===== src/rtl/cordic_vectoring.sv =====
// Iterative vectoring-mode CORDIC: returns magnitude and atan2 angle of (x_i, y_i).
// Define CORDIC_GAIN_COMP_EN to add a COMP cycle that scales the magnitude by 1/K.
`timescale 1ns/1ps
module cordic_vectoring #(
  parameter int N_FRAC         = 15,
  parameter int BW_SHIFT_VALUE = 4,
  parameter int N_ITER         = 16
) (
  input  logic                     clk_i,
  input  logic                     rst_i,
  input  logic                     valid_i,
  output logic                     ready_o,
  input  logic signed [N_FRAC:0]   x_i,
  input  logic signed [N_FRAC:0]   y_i,
  output logic                     valid_o,
  input  logic                     ready_i,
  output logic signed [N_FRAC+2:0] mag_o,
  output logic signed [N_FRAC:0]   angle_o
);

  localparam int XW = N_FRAC + 3;
  localparam int ZW = N_FRAC + 1;
  localparam logic signed [ZW-1:0] QUARTER = ZW'(1 << (N_FRAC - 1));

`ifdef CORDIC_GAIN_COMP_EN
  typedef enum logic [1:0] {IDLE, ITER, COMP, DONE} state_t;
`else
  typedef enum logic [1:0] {IDLE, ITER, DONE} state_t;
`endif

  function automatic logic signed [ZW-1:0] atan_rom(input logic [BW_SHIFT_VALUE-1:0] i);
    int v;
    case (int'(i))
      0:  v = 8192;
      1:  v = 4836;
      2:  v = 2555;
      3:  v = 1297;
      4:  v = 651;
      5:  v = 326;
      6:  v = 163;
      7:  v = 81;
      8:  v = 41;
      9:  v = 20;
      10: v = 10;
      11: v = 5;
      12: v = 3;
      13: v = 1;
      14: v = 1;
      default: v = 0;
    endcase
    return ZW'(v);
  endfunction

`ifdef CORDIC_GAIN_COMP_EN
  // 19898 is 1/K in Q0.15; the shift truncates toward -inf, and x is never negative here
  function automatic logic signed [XW-1:0] gain_comp(input logic signed [XW-1:0] x);
    logic signed [XW+15:0] k;
    logic signed [XW+15:0] p;
    k = (XW+16)'(19898);
    p = (XW+16)'(x) * k;
    return XW'(p >>> 15);
  endfunction
`endif

  state_t                    state_q, state_d;
  logic signed [XW-1:0]      x_q, x_d, y_q, y_d;
  logic signed [ZW-1:0]      z_q, z_d;
  logic [BW_SHIFT_VALUE-1:0] cnt_q, cnt_d;
  logic                      zero_q, zero_d;
  logic signed [XW-1:0]      mag_q, mag_d;
  logic signed [ZW-1:0]      angle_q, angle_d;

  logic signed [XW-1:0] x_ext, y_ext, x_sh, y_sh, x_step, y_step;
  logic signed [ZW-1:0] z_step;

  always_comb begin
    x_ext = XW'(x_i);
    y_ext = XW'(y_i);
    x_sh  = x_q >>> cnt_q;
    y_sh  = y_q >>> cnt_q;
    if (y_q[XW-1]) begin
      x_step = x_q - y_sh;
      y_step = y_q + x_sh;
      z_step = z_q - atan_rom(cnt_q);
    end else begin
      x_step = x_q + y_sh;
      y_step = y_q - x_sh;
      z_step = z_q + atan_rom(cnt_q);
    end

    state_d = state_q;
    x_d     = x_q;
    y_d     = y_q;
    z_d     = z_q;
    cnt_d   = cnt_q;
    zero_d  = zero_q;
    mag_d   = mag_q;
    angle_d = angle_q;

    case (state_q)
      IDLE: begin
        if (valid_i) begin
          cnt_d   = '0;
          zero_d  = (x_i == '0) && (y_i == '0);
          state_d = ITER;
          // Left half-plane is pre-rotated by +/-90 deg so the iterations converge
          if (!x_i[N_FRAC]) begin
            x_d = x_ext;
            y_d = y_ext;
            z_d = '0;
          end else if (!y_i[N_FRAC]) begin
            x_d = y_ext;
            y_d = -x_ext;
            z_d = QUARTER;
          end else begin
            x_d = -y_ext;
            y_d = x_ext;
            z_d = -QUARTER;
          end
        end
      end
      ITER: begin
        x_d   = x_step;
        y_d   = y_step;
        z_d   = z_step;
        cnt_d = cnt_q + 1'b1;
        if (cnt_q == BW_SHIFT_VALUE'(N_ITER - 1)) begin
`ifdef CORDIC_GAIN_COMP_EN
          state_d = COMP;
`else
          state_d = DONE;
          mag_d   = x_step;
          angle_d = zero_q ? '0 : z_step;
`endif
        end
      end
`ifdef CORDIC_GAIN_COMP_EN
      COMP: begin
        state_d = DONE;
        mag_d   = gain_comp(x_q);
        angle_d = zero_q ? '0 : z_q;
      end
`endif
      DONE: begin
        if (ready_i) state_d = IDLE;
      end
      default: state_d = IDLE;
    endcase
  end

  always_ff @(posedge clk_i or negedge rst_i) begin
    if (!rst_i) begin
      state_q <= IDLE;
      x_q     <= '0;
      y_q     <= '0;
      z_q     <= '0;
      cnt_q   <= '0;
      zero_q  <= 1'b0;
      mag_q   <= '0;
      angle_q <= '0;
    end else begin
      state_q <= state_d;
      x_q     <= x_d;
      y_q     <= y_d;
      z_q     <= z_d;
      cnt_q   <= cnt_d;
      zero_q  <= zero_d;
      mag_q   <= mag_d;
      angle_q <= angle_d;
    end
  end

  assign ready_o = (state_q == IDLE);
  assign valid_o = (state_q == DONE);
  assign mag_o   = mag_q;
  assign angle_o = angle_q;

endmodule


===== config.mk =====
export PLATFORM = sky130hd
export DESIGN_NAME = cordic_vectoring
export DESIGN_NICKNAME = d
export VERILOG_FILES = /design/src/rtl/cordic_vectoring.sv
export SDC_FILE = /design/constraint.sdc
export NUM_CORES = 1
export LEC_CHECK = 0
export CAP_MARGIN = 20
export CORE_MARGIN = 2
export CORE_UTILIZATION = 55
export CTS_CLUSTER_SIZE = 14
export DETAILED_ROUTE_END_ITERATION = 16
export PLACE_DENSITY = 0.76
export SLEW_MARGIN = 20
export SYNTH_ARGS = -nofsm -noshare
export SYNTH_HDL_FRONTEND = slang
export SYNTH_SLANG_ARGS = --single-unit

===== constraint.sdc =====
create_clock -name clk_i -period 10.5 [get_ports clk_i]
set_input_delay 3.15 -clock clk_i [delete_from_list [all_inputs] [get_ports clk_i]]
set_output_delay 3.15 -clock clk_i [all_outputs]
set_load 0.02 [all_outputs]

==> results by group, run 1 <==
Status
  – Status: complete, no violations

Yosys
  – Post-synth EDFFs: 0
  – Post-synth ARST share: 1.00
  – Syn_nets: 1282
  – Seq/Total Area, Yosys: 0.238
  – Main flop type after synthesis: dfrtp_1
  – Synth area leaders: dfrtp_1 24%, ha_1 7.7%, o21ai_0 4.8%, mux2i_1 4.6%, xnor2_1 4.5%
  – Syn Inst Count: 1183
  – Cell variety after synth: 71
  – Top cell type's share of synthesized area: 0.238
  – Syn avg cell area: 8.27 um^2
  – Yosys reg bits: 93
  – Mapped Area: 9780 um^2
  – Yosys warns: 0
  – Dominant cell type by area after synthesis: dfrtp_1

Timing
  – Fmax: 168 MHz
  – Fin Clk Skew: 0.0125 ns
  – TNS Setup: 0 ns
  – Max-slew headroom: 0.313
  – Tmin final: 5.95 ns
  – Crit share post-route: 0.567
  – Setup violation total in the final timing report: 0
  – Final Max Tran Viols: 0
  – Worst-Margin Slew: 1.03 ns
  – Final count of hold timing violations: 0
  – RSZ-0062 raised after global routing: false

Clocking
  – Total CTS buffers: 9
  – CTS Sinks: 93
  – CTS Hold Bufs: 0
  – Clock Tree Root: clkbuf_16
  – H-tree depth: 3
  – Post-CTS Resized: 0
  – Setup Buffers After CTS: 0
  – Max Root-Sink Buffers: 2
  – CTS tree: built
  – Clock Pin Slew Worst Setup and Hold Paths: 0.08 ns
  – Worst-skew pair later-pin latency: 0.37 ns

GRT
  – Largest net degree at the start of global routing: 65
  – GR Overflow Total: 0
  – First-pass GRT wire length: 45700 um
  – Antenna violations before repair: 0
  – Vias in the first global route: 8654
  – GRT Total Usage: 0.310

Drt
  – # DRC: 0
  – Avg WL per Cell: 19.8 um
  – Number of nets with antenna violations after routing: 0
  – Drt pass-1 iters: 5
  – Starting DRT DRC Count: 1058
  – Total number of vias: 9285
  – Number of vias per cell: 6.46
  – DRT Wirelength: 28400 um

Worst setup path
  – Req. time, crit path: 10.72 ns
  – Worst Setup End Kind: flip-flop
  – Crit path DAT: 6.17 ns
  – CP startpoint: cnt_q[3]
  – Worst r2r src: cnt_q[3]
  – Crit path max fanout: 52
  – Startpoint types: flip-flop
  – Type of the worst setup path: reg2reg

Worst hold path
  – Hold Path Class: reg2reg
  – Beginning of the worst hold path: angle_o[3]

Layout
  – Final #Nets: 1306
  – Area grow syn2layout: 11.2%
  – Post-route insts no fill: 1437
  – Final Instance Area: 10900 um^2
  – Layout cells sized above 1: 0.0809
  – Inserted Diodes: 0

Floorplan
  – Core Region: 17400 um^2
  – Cell row count: 48
  – Die Wd: 137 um
  – Die Footprint: 18900 um^2
  – Initial core utilization: 0.563
  – Die H: 137 um
  – I/O pin count: 72

Placed design
  – Final HPWL DP: 20600 um
  – Port buffer count: 71
  – Placed cell area: 10600 um^2
  – # placed instances: 1421
  – Placer Congestion: 0.999

Job
  – Max cap viols: 0
## registers in the layout (all words and copies together) (netlist names)
register  flops
angle_o      16
zero_q        1
y_q          18
mag_o        18
x_q          18
state_q       2
z_q          16
cnt_q         4
## metal layers
| layer | share of wire | global-route usage | vias to the layer above |
|---|---|---|---|
| li1 | - | - | 4427 |
| met1 | 0.44 | 0.440 | 4392 |
| met2 | 0.44 | 0.468 | 392 |
| met3 | 0.083 | 0.0611 | 74 |
| met4 | 0.036 | 0.115 | 0 |
| met5 | 0 | 0 | - |
## metrics by stage
stage	util	worst slack (ns)	hold slack (ns)
after floorplan	-	5.26	0.469
after global placement	0.609	4.64	0.461
after detailed placement	0.609	4.57	0.470
after CTS	0.626	4.65	0.488
after global routing	0.626	3.99	0.517
final	0.626	4.55	0.483
## synth_stat cells, types with 11 or more instances
library cell,number
a211oi_1,42
a21o_1,22
a21oi_1,87
a31oi_1,14
buf_1,11
clkbuf_1,55
dfrtp_1,93
ha_1,60
inv_1,31
mux2_2,31
mux2i_1,45
mux4_2,19
nand2_1,115
nand2b_1,13
nand3_1,23
nor2_1,108
nor2b_1,16
nor3_1,19
o211ai_1,13
o21a_1,14
o21ai_0,93
o31ai_1,12
or3_1,14
xnor2_1,50
xor2_1,47
## placed cells by master (no fill, tap or decap), types with 5 or more instances in the layout
cell	instances
dfrtp_1	92
a211oi_1	42
xnor2_1	50
clkbuf_16	9
o21a_1	14
o21ai_0	93
mux2_2	31
a22oi_1	5
nor3_1	19
or3_1	14
nor2_1	108
o31ai_1	12
nor4_1	8
nand2_1	113
nand4_1	5
a21o_1	22
a21oi_1	87
a311oi_1	6
and3_1	9
nor2b_1	15
a22o_1	9
xor2_1	47
a221o_1	10
nand3_1	23
ha_1	60
nand2b_1	13
buf_4	15
mux4_2	19
clkdlybuf4s50_1	69
and2_1	5
mux2i_1	45
o211ai_1	13
a31oi_1	14
inv_1	31
## final cells by class
class / instances / area (um^2)
Clock buffer: 10 / 239
Timing Repair Buffer: 85 / 808
Tap cell: 225 / 282
Fill cell: 1530 / 6480
Multi-Input combinational cell: 985 / 7030
Clock inverter: 6 / 63.8
Sequential cell: 93 / 2330
Inverter: 33 / 124
## final timing paths
path                               to  cells after the start  slack, ns
max in group asynchronous      x_q[0]                      2       6.65
min in group asynchronous   mag_o[13]                      1       2.78
max reg2reg                   x_q[17]                     17       4.55
min                        angle_o[3]                      2       0.48
min reg2reg                angle_o[3]                      2       0.48
max                           x_q[17]                     17       4.55
## kinds of logic after synthesis
group,count (synthesis),synth area share
muxes,100,0.132
adders and majority gates,63,0.0829
DFF,93,0.238
buffers and inverters,105,0.0448
AOI/OAI and AO/OA,369,0.245
and+or+nand+nor,356,0.170
xor gates and xnor gates,97,0.0869
## critical path, cell delays in order, from the launching register on
cell       delay (ns)
dfrtp_1          0.33
buf_4            0.44
clkinv_1         0.82
nand2_1          0.56
o32ai_1          0.22
a2111oi_2        0.56
nand4_1          0.24
nor4_1           0.76
a21oi_1          0.08
o21ai_0          0.21
ha_1             0.32
or3_1            0.32
a21oi_1          0.17
a21oi_1          0.09
a31oi_1          0.22
xnor2_1          0.21
nand2b_1         0.15
a31oi_1          0.08
Power of run 1 is left out: the tool's default activity adds up to more than one toggle a clock period on the data nets, which glitch-free logic cannot reach.
==> run 2: changes to the inputs <==
Clock period 10.5 ns to 5.8 ns, I/O delays scaled along.
==> run 2 against run 1 <==
Compared with the run above: critical path depth increased by 1; first-iteration DRC count decreased by 3.2%; critical path type unchanged; sequential share of layout area decreased by 0.19 points; highest routed layer unchanged; flip-flop and latch count unchanged; worst setup slack got worse by 4.1 ns; design area increased by 0.90%; utilization increased by 0.56 points; via count increased by 1.2%; maximum frequency increased by 11%.
==> results by group, run 2 (synthesis gave the netlist of run 1 again) <==
Timing
  – Setup violation total in the final timing report: 0 (unchanged)
  – Crit share post-route: 0.923 (+0.357)
  – Max-slew headroom: 0.391 (+0.0777)
  – Tmin final: 5.36 ns (-0.594 ns)
  – Fmax: 187 MHz (+11%)
  – RSZ-0062 raised after global routing: false
  – Final Max Tran Viols: 0 (unchanged)
  – Worst-Margin Slew: 0.910 ns (-0.120 ns)
  – Fin Clk Skew: 0.0142 ns (+0.00175 ns)
  – Final count of hold timing violations: 0 (unchanged)
  – TNS Setup: 0 ns (unchanged)

Worst hold path
  – WHS Endpoint: angle_o[1]
  – Hold Path Class: reg2reg
  – Hold path cells: 2 (unchanged)
  – Beginning of the worst hold path: angle_o[1]

Clocking
  – Worst-skew pair later-pin latency: 0.37 ns (about the same)
  – CTS Sinks: 93 (unchanged)
  – Clock Pin Slew Worst Setup and Hold Paths: 0.08 ns (about the same)
  – CTS tree: built
  – Post-CTS Resized: 0 (unchanged)
  – Max Root-Sink Buffers: 2 (unchanged)
  – Setup Buffers After CTS: 0 (unchanged)
  – CTS Hold Bufs: 0 (unchanged)
  – Total CTS buffers: 9 (unchanged)
  – H-tree depth: 3 (unchanged)
  – Clock Tree Root: clkbuf_16

Worst setup path
  – Crit path max fanout: 41 (-21%)
  – FF-to-FF path depth: 18 (+1)
  – Worst r2r src: cnt_q[0]
  – Worst Setup End Kind: flip-flop
  – CP peak stage delay: 0.64 ns (-0.18 ns)
  – Crit path DAT: 5.60 ns (-0.57 ns)
  – Cells along the critical path: buf_12 -> mux2_2 -> mux4_2 -> a222oi_1 -> nand2_2 -> nor4b_4 -> a31oi_1 -> xnor2_1 -> ha_1 -> a21o_1 -> a21o_1 -> a21o_1 -> a21oi_1 -> o21ai_0 -> a31oi_1 -> o21ai_0 -> xnor2_1 -> o21ai_1
  – Req. time, crit path: 6.04 ns (-4.68 ns)
  – Capturing point of the worst reg2reg path: y_q[17]
  – R2R setup slack: 0.44 ns (-4.11 ns)
  – Startpoint types: flip-flop
  – Top cell by count, worst path: a21o_1
  – Type of the worst setup path: reg2reg
  – Slowest-stage cell, CP: dfrtp_2

GRT
  – Grt met2 use: 0.491 (+0.0221)
  – GR Overflow Total: 0 (unchanged)
  – Met3 Track Usage GR: 0.0541 (-0.00699)
  – First-pass GRT wire length: 46600 um (+2.0%)
  – Vias in the first global route: 8570 (-0.97%)
  – GR Util met1: 0.453 (+0.0126)
  – GRT Total Usage: 0.317 (+0.00641)
  – Antenna violations before repair: 0 (unchanged)
  – Most Crowded Layer GR: met2
  – Largest net degree at the start of global routing: 66 (+1.5%)

Floorplan
  – Die H: 137 um (unchanged)
  – Cell row count: 48 (unchanged)
  – Core Region: 17400 um^2 (unchanged)
  – Die Wd: 137 um (unchanged)
  – I/O pin count: 72 (unchanged)
  – Initial core utilization: 0.563 (unchanged)
  – Die Footprint: 18900 um^2 (unchanged)

Placed design
  – Final HPWL DP: 21600 um (+4.8%)
  – Placer Congestion: 0.931 (-6.7%)
  – Port buffer count: 71 (unchanged)

Job
  – Max cap viols: 0 (unchanged)

Layout
  – Area grow syn2layout: 12.2%
  – FILL cells: 1461 (-4.5%)
  – Final #Nets: 1318 (+0.92%)
  – Layout cells sized above 1: 0.0899 (+0.00901)
  – Reg area: 2330 um^2 (unchanged)
  – Most frequent cells in the layout: 113 x nand2_1, 108 x nor2_1, 93 x o21ai_0, 92 x dfrtp_1, 87 x a21oi_1
  – Inserted Diodes: 0 (unchanged)
  – Area of the multi-input gates: 7030 um^2 (unchanged)
  – Commonest non-fill, non-tap cell in the layout: nand2_1

Drt
  – Number of vias per cell: 6.48 (+0.31%)
  – DRT Wirelength: 29100 um (+2.4%)
  – Number of nets with antenna violations after routing: 0 (unchanged)
  – Drt pass-1 iters: 5 (unchanged)
  – Avg WL per Cell: 20.1 um (+1.6%)
  – Total number of vias: 9392 (+1.2%)
  – Starting DRT DRC Count: 1024 (-3.2%)
  – # DRC: 0 (unchanged)

Status
  – Status: complete, no violations
==> run 2: cell types whose count changed in the layout (fill, tap and decap cells not counted) <==
cell,delta
buf_4,+11
buf_12,+1
clkbuf_8,-1
clkinv_2,+1
clkinv_4,-1
clkinvlp_4,-1
inv_6,+1
inv_8,+1
==> run 2: worst max-delay path: cells and delay by family, from the launching register on <==
family                     cells  cell delay, ns
AOI/OAI and AO/OA             10            2.14
muxes                          2            0.89
DFF                            1            0.64
and+or+nand+nor                2            0.58
adders and majority gates      1            0.36
xor gates and xnor gates       2            0.32
buffers and inverters          1            0.30
==> run 2: worst max path at each step <==
stage / from / end / slack, ns
finish: cnt_q[0] / y_q[17] / 0.44
global route: cnt_q[1] / angle_o[15] / 0.03
CTS: cnt_q[0] / y_q[17] / 0.45
detailed placement: cnt_q[0] / y_q[17] / 0.46
global placement: cnt_q[0] / y_q[17] / 0.62
floorplan: cnt_q[0] / y_q[17] / 0.85
==> run 2: layer usage <==
layer  part of all wire  wire length, um
met5                  0                0
met1               0.44            12800
met3              0.084             2430
met4              0.029              848
met2               0.45            13100
==> run 2: final cells by class <==
type / instances / area share
well taps: 225 / 0.0257
repair buffers: 97 / 0.0830
inverters: 33 / 0.0113
clock buffers: 9 / 0.0205
multi-input cells: 985 / 0.641
clock inverters: 7 / 0.00662
flip-flops and latches: 93 / 0.212
==> run 2: through the flow <==
step	hold slack (ns)	worst slack (ns)	cells	utilization	area, um^2
global route	0.512	0.0304	1449	0.632	11000
CTS	0.487	0.449	1449	0.632	11000
detailed placement	0.470	0.457	1433	0.615	10700
finish	0.481	0.445	1449	0.632	11000
global placement	0.461	0.622	1433	0.615	10700
floorplan	0.469	0.853	1183	-	9780
Power of run 2 is left out for the same reason.
==> run 3: changes to the inputs <==
Settings changed: GPL_TIMING_DRIVEN from default to 0.
==> run 3 against run 2 <==
Compared with the run above: critical path depth up 1; design area up 2.1%; worst setup slack worse by 0.31 ns; first-iteration DRC count up 16%; final cell count up 3.2%; utilization up 1.3 points; register-to-register slack worse by 0.31 ns; flip-flop and latch count unchanged; sequential share of layout area down 0.44 points; global-route usage up 5.5 points; clock skew down 0.0016 ns; critical path type unchanged.
==> results by group, run 3 (synthesis gave the netlist of run 1 again) <==
Status
  – Status: complete, no violations

Placed design
  – # placed instances: 1478 (+3.1%)
  – Placer Congestion: 1.04 (+11%)
  – Port buffer count: 69 (-2.8%)
  – Placed cell area: 10800 um^2 (+1.0%)
  – Final HPWL DP: 26500 um (+23%)

GRT
  – Vias in the first global route: 9313 (+8.7%)
  – Largest net degree at the start of global routing: 58 (-12%)
  – GR Overflow Total: 0 (unchanged)
  – First-pass GRT wire length: 52700 um (+13%)
  – Antenna violations before repair: 0 (unchanged)
  – GRT Total Usage: 0.372 (+0.0549)

Timing
  – Setup violation total in the final timing report: 0 (unchanged)
  – TNS Setup: 0 ns (unchanged)
  – Crit share post-route: 0.977 (+0.0538)
  – Worst-Margin Slew: 0.842 ns (-0.0686 ns)
  – RSZ-0062 raised after global routing: true
  – Fin Clk Skew: 0.0126 ns (-0.00165 ns)
  – Final count of hold timing violations: 0 (unchanged)
  – Max-slew headroom: 0.433 (+0.0420)
  – Fmax: 176 MHz (-5.5%)
  – Tmin final: 5.67 ns (+0.312 ns)
  – Final Max Tran Viols: 0 (unchanged)

Job
  – Max cap viols: 0 (unchanged)

Drt
  – DRT Wirelength: 34500 um (+19%)
  – Avg WL per Cell: 23.1 um (+15%)
  – Number of nets with antenna violations after routing: 0 (unchanged)
  – # DRC: 0 (unchanged)
  – Total number of vias: 10.1k (+7.3%)
  – Drt pass-1 iters: 6 (+1)
  – Starting DRT DRC Count: 1191 (+16%)
  – Number of vias per cell: 6.74 (+4.0%)

Worst hold path
  – Beginning of the worst hold path: angle_o[5]
  – Hold path cells: 2 (unchanged)
  – Hold Path Class: reg2reg
  – WHS Endpoint: angle_o[5]

Worst setup path
  – Crit path max fanout: 10 (-76%)
  – Worst r2r src: cnt_q[1]
  – Crit path DAT: 5.89 ns (+0.29 ns)
  – CP startpoint: cnt_q[1]
  – Worst path bufs/invs: 3 (+2)
  – Capturing point of the worst reg2reg path: y_q[17]
  – Startpoint types: flip-flop
  – Top cell by count, worst path: a21o_1
  – R2R setup slack: 0.13 ns (-0.31 ns)
  – FF-to-FF path depth: 19 (+1)
  – Type of the worst setup path: reg2reg
  – CP peak stage delay: 0.57 ns (-0.07 ns)
  – Worst Setup End Kind: flip-flop
  – Slowest-stage cell, CP: a222oi_1
  – Req. time, crit path: 6.03 ns (about the same)
  – Cells along the critical path: buf_2 -> clkbuf_2 -> clkbuf_1 -> mux4_2 -> a222oi_1 -> nand2_2 -> nor4b_4 -> a31oi_1 -> xnor2_1 -> ha_1 -> a21o_1 -> a21o_1 -> a21o_1 -> a21oi_1 -> o21ai_0 -> a31oi_1 -> o21ai_0 -> xnor2_1 -> o21ai_1
  – CP delay by family, top: compound AO/OA/AOI/OAI gates

Clocking
  – Clock Tree Root: clkbuf_16
  – Max Root-Sink Buffers: 2 (unchanged)
  – CTS Hold Bufs: 0 (unchanged)
  – Total CTS buffers: 9 (unchanged)
  – Clock Pin Slew Worst Setup and Hold Paths: 0.08 ns (about the same)
  – Worst-skew pair later-pin latency: 0.37 ns (about the same)
  – H-tree depth: 3 (unchanged)
  – CTS tree: built
  – CTS Sinks: 93 (unchanged)

Layout
  – Commonest non-fill, non-tap cell in the layout: nand2_1
  – Util after Layout: 0.645 (+0.0130)
  – Layout cells sized above 1: 0.0810 (-0.00883)
  – Most frequent cells in the layout: 115 x nand2_1, 108 x nor2_1, 93 x dfrtp_1, 91 x o21ai_0, 87 x a21oi_1
  – Final #Nets: 1365 (+3.6%)
  – Post-route insts no fill: 1496 (+3.2%)
  – Inserted Diodes: 0 (unchanged)
  – Area grow syn2layout: 14.5%
  – Final Instance Area: 11200 um^2 (+2.1%)

Floorplan
  – Die Footprint: 18900 um^2 (unchanged)
  – Die H: 137 um (unchanged)
  – Cell row count: 48 (unchanged)
  – Initial core utilization: 0.563 (unchanged)
  – Die Wd: 137 um (unchanged)
  – Core Region: 17400 um^2 (unchanged)
  – I/O pin count: 72 (unchanged)
run 3: layout make-up:
| class | instances | area, um^2 |
|---|---|---|
| Buffer | 72 | 330 |
| Clock buffer | 9 | 225 |
| Clock inverter | 7 | 88.8 |
| Fill cell | 1502 | 6160 |
| Inverter | 33 | 124 |
| Multi-Input combinational cell | 985 | 7080 |
| Sequential cell | 93 | 2330 |
| Tap cell | 225 | 282 |
| Timing Repair Buffer | 72 | 734 |
run 3: per-stage QoR:
| step | hold slack, ns | setup slack (ns) |
|---|---|---|
| 2_1_floorplan | 0.469 | 0.853 |
| 5_1_grt | 0.527 | -0.137 |
| 3_3_place_gp | 0.461 | -0.550 |
| 6_report | 0.481 | 0.133 |
| 3_5_place_dp | 0.469 | -0.488 |
| 4_1_cts | 0.488 | 0.00165 |
run 3: worst max path at each step:
stage / endpoint / slack [ns] / cells past startpoint
final: y_q[17] / 0.13 / 19
after global routing: y_q[17] / -0.14 / 19
after CTS: z_q[15] / 0.002 / 18
after detailed placement: mag_o[17] / -0.49 / 21
after global placement: y_q[17] / -0.55 / 1
after floorplan: y_q[17] / 0.85 / 22
run 3: layer usage:
metal,wire (um),track usage,vias up
met5,0,0,-
met4,1570,0.159,0
met3,4010,0.102,117
met2,14800,0.550,636
met1,14200,0.510,4780
li1,-,-,4547
run 3: tightest hold or removal path: stages (launching register included):
cell     delay (ns)
dfrtp_1        0.35
nand2_1        0.04
o21ai_0        0.06
run 3: what timing repair did:
item / in CTS / in global routing
endpoints found under the hold margin: 0 / 0
pin swaps: 1 / 0
gates resized for setup: 4 / 25
setup endpoints to repair: 15 / 34
buffers inserted: 2 / 0
Power of run 3 is left out for the same reason.
==> RTL edit (flow settings as in run 2) <==
The option `CORDIC_GAIN_COMP_EN` is turned on by a define.
--- a/src/rtl/cordic_vectoring.sv
+++ b/src/rtl/cordic_vectoring.sv
@@ -1,6 +1,8 @@
 // Iterative vectoring-mode CORDIC: returns magnitude and atan2 angle of (x_i, y_i).
 // Define CORDIC_GAIN_COMP_EN to add a COMP cycle that scales the magnitude by 1/K.
 `timescale 1ns/1ps
+`define CORDIC_GAIN_COMP_EN
+
 module cordic_vectoring #(
   parameter int N_FRAC         = 15,
   parameter int BW_SHIFT_VALUE = 4,
Check against the original RTL: same outputs for any inputs over 10 cycles, from zero or initial values and one cycle with rst_i low; that may be too few to reach the edited logic, so the function may still have changed.
==> RTL edit against run 2 <==
  * Via count increased by 36%
  * Critical path depth unchanged
  * Sequential cell count unchanged
  * Wire length increased by 40%
  * Final cell count increased by 45%
  * Clock skew increased by 0.012 ns
  * Design area increased by 52%
  * Worst setup slack got worse by 0.26 ns
  * Non-clock buffer count increased by 31
  * Synthesized area increased by 54%
Power is left out: the tool's default activity adds up to more than one toggle a clock period on the data nets, which glitch-free logic cannot reach.
==> RTL edit: results (changes against run 2) <==
Place
  • I/O Buffers: 71 (unchanged)
  • Dpl ws: -0.07018 ns (was 0.4573 ns)
  • GP Congestion: 0.9908 (was 0.9312)
  • Detailed placement HPWL: 32.52 mm (was 21.60 mm)

Worst setup path
  • CP arrival: 5.86 ns (was 5.60 ns)
  • CP peak stage delay: 0.54 ns (was 0.64 ns)
  • Slowest stage cell on the critical path: fa_1 (was dfrtp_2)
  • CP Max Fanout: 6 (was 41)

Global routing
  • First-pass GRT wire length: 65.76 mm (was 46.60 mm)
  • Tot GR Track Use: 29.08% (was 31.68%)
  • Largest net degree at the start of global routing: 68 (was 66)
  • Vias in the first global route: 12380 (was 8570)

Yosys
  • Synth async-reset ratio: 100.0% (unchanged)
  • Register area share after synthesis: 15.45% (was 23.80%)
  • Cells after Synth: 1689 (was 1183)
  • Ranking of synthesized cells by area: dfrtp_1, fa_1, ha_1 (was dfrtp_1, ha_1, o21ai_0)
  • Commonest cells in the netlist: inv_1, ha_1, nand2_1, a21oi_1, nor2_1 (was nand2_1, nor2_1, dfrtp_1, o21ai_0, a21oi_1)
  • Syn Nets: 2022 (was 1282)
  • Library cells used by synthesis: 81 (was 71)

Drt
  • Number of DRC markers in iteration 0: 1179 (was 1024)
  • DR vias/cell: 6.109 (was 6.482)
  • TritonRoute pass-1 iters: 5 (unchanged)
  • DR WL/cell: 19.38 um (was 20.09 um)

Clock network
  • Clk root buf: clkbuf_16 (unchanged)

Final layout
  • Filler Cell Count: 2299 (was 1461)
  • Post-Layout Cell Count: 2098 (was 1449)
  • Share of cells above drive strength 1: 10.81% (was 8.987%)

Timing
  • Worst Skew: 0.02650 ns (was 0.01420 ns)
  • Actual slew at the worst max-slew pin: 1.003 ns (was 0.9104 ns)

Status
  • Status: completed (unchanged)
-- RTL edit: worst max-delay path: cells and delay by family, from the launching register on --
kind            cells  cell delay [ns]
mux                 1             0.26
compound gates      4             0.71
flops               1             0.49
xor+xnor            1             0.13
fa+ha+maj           7             3.33
buf+inv             2             0.09
simple gates        3             0.49
-- RTL edit: through the flow --
stage | hold WS, ns | area, um2 | utilization, %
after floorplan | 0.4781 | 15070 | -
after global placement | 0.4645 | 16240 | 60.26
after detailed placement | 0.4807 | 16240 | 60.26
after CTS | 0.4967 | 16550 | 61.39
after global routing | 0.5050 | 16640 | 61.74
final | 0.4916 | 16640 | 61.74
-- RTL edit: final timing paths --
path / startpoint / to / slack, ns / cells past startpoint
max in group asynchronous: rst_i / y_q[8] / 3.37 / 2
hold reg to reg: mag_o[3] / mag_o[3] / 0.49 / 2
min in group asynchronous: rst_i / mag_o[17] / 1.45 / 1
setup / recovery: x_q[10] / mag_o[17] / 0.19 / 18
hold / removal: mag_o[3] / mag_o[3] / 0.49 / 2
setup reg to reg: x_q[10] / mag_o[17] / 0.19 / 18
-- RTL edit: repair_timing --
action                                  in CTS  in global routing
pin swaps                                    0                  5
endpoints found under the hold margin        0                  0
endpoints found under the setup margin       3                 11
hold buffers                                 0                  0
setup buffers                                0                  3
gates resized for setup                      3                 22
-- RTL edit: cell type report --
cell class / instances / area [um2] / area share [%]
clock buffers: 9 / 225.2 / 1.353
multi-input cells: 1322 / 11700 / 70.30
repair buffers: 128 / 1144 / 6.873
well taps: 341 / 426.7 / 2.564
flip-flops and latches: 93 / 2333 / 14.02
inverters: 198 / 743.2 / 4.467
clock inverters: 7 / 70.07 / 0.4211
-- RTL edit: metal layers --
metal	track usage (%)	up-vias	part of all wire [%]
li1	-	6045	-
met1	42.30	6222	46
met2	44.37	491	44
met3	4.618	59	7.3
met4	9.588	0	2.5
met5	0	-	0
-- RTL edit: logic make-up (layout without fill, tap and decap cells) --
logic type	after synthesis	count (layout)	share of synthesized area (%)
compound gates	418	418	17.81
simple gates	383	383	11.93
fa+ha+maj	297	297	30.45
buf+inv	274	342	7.458
xor+xnor	118	118	6.910
mux	106	106	9.999
flops	93	93	15.45
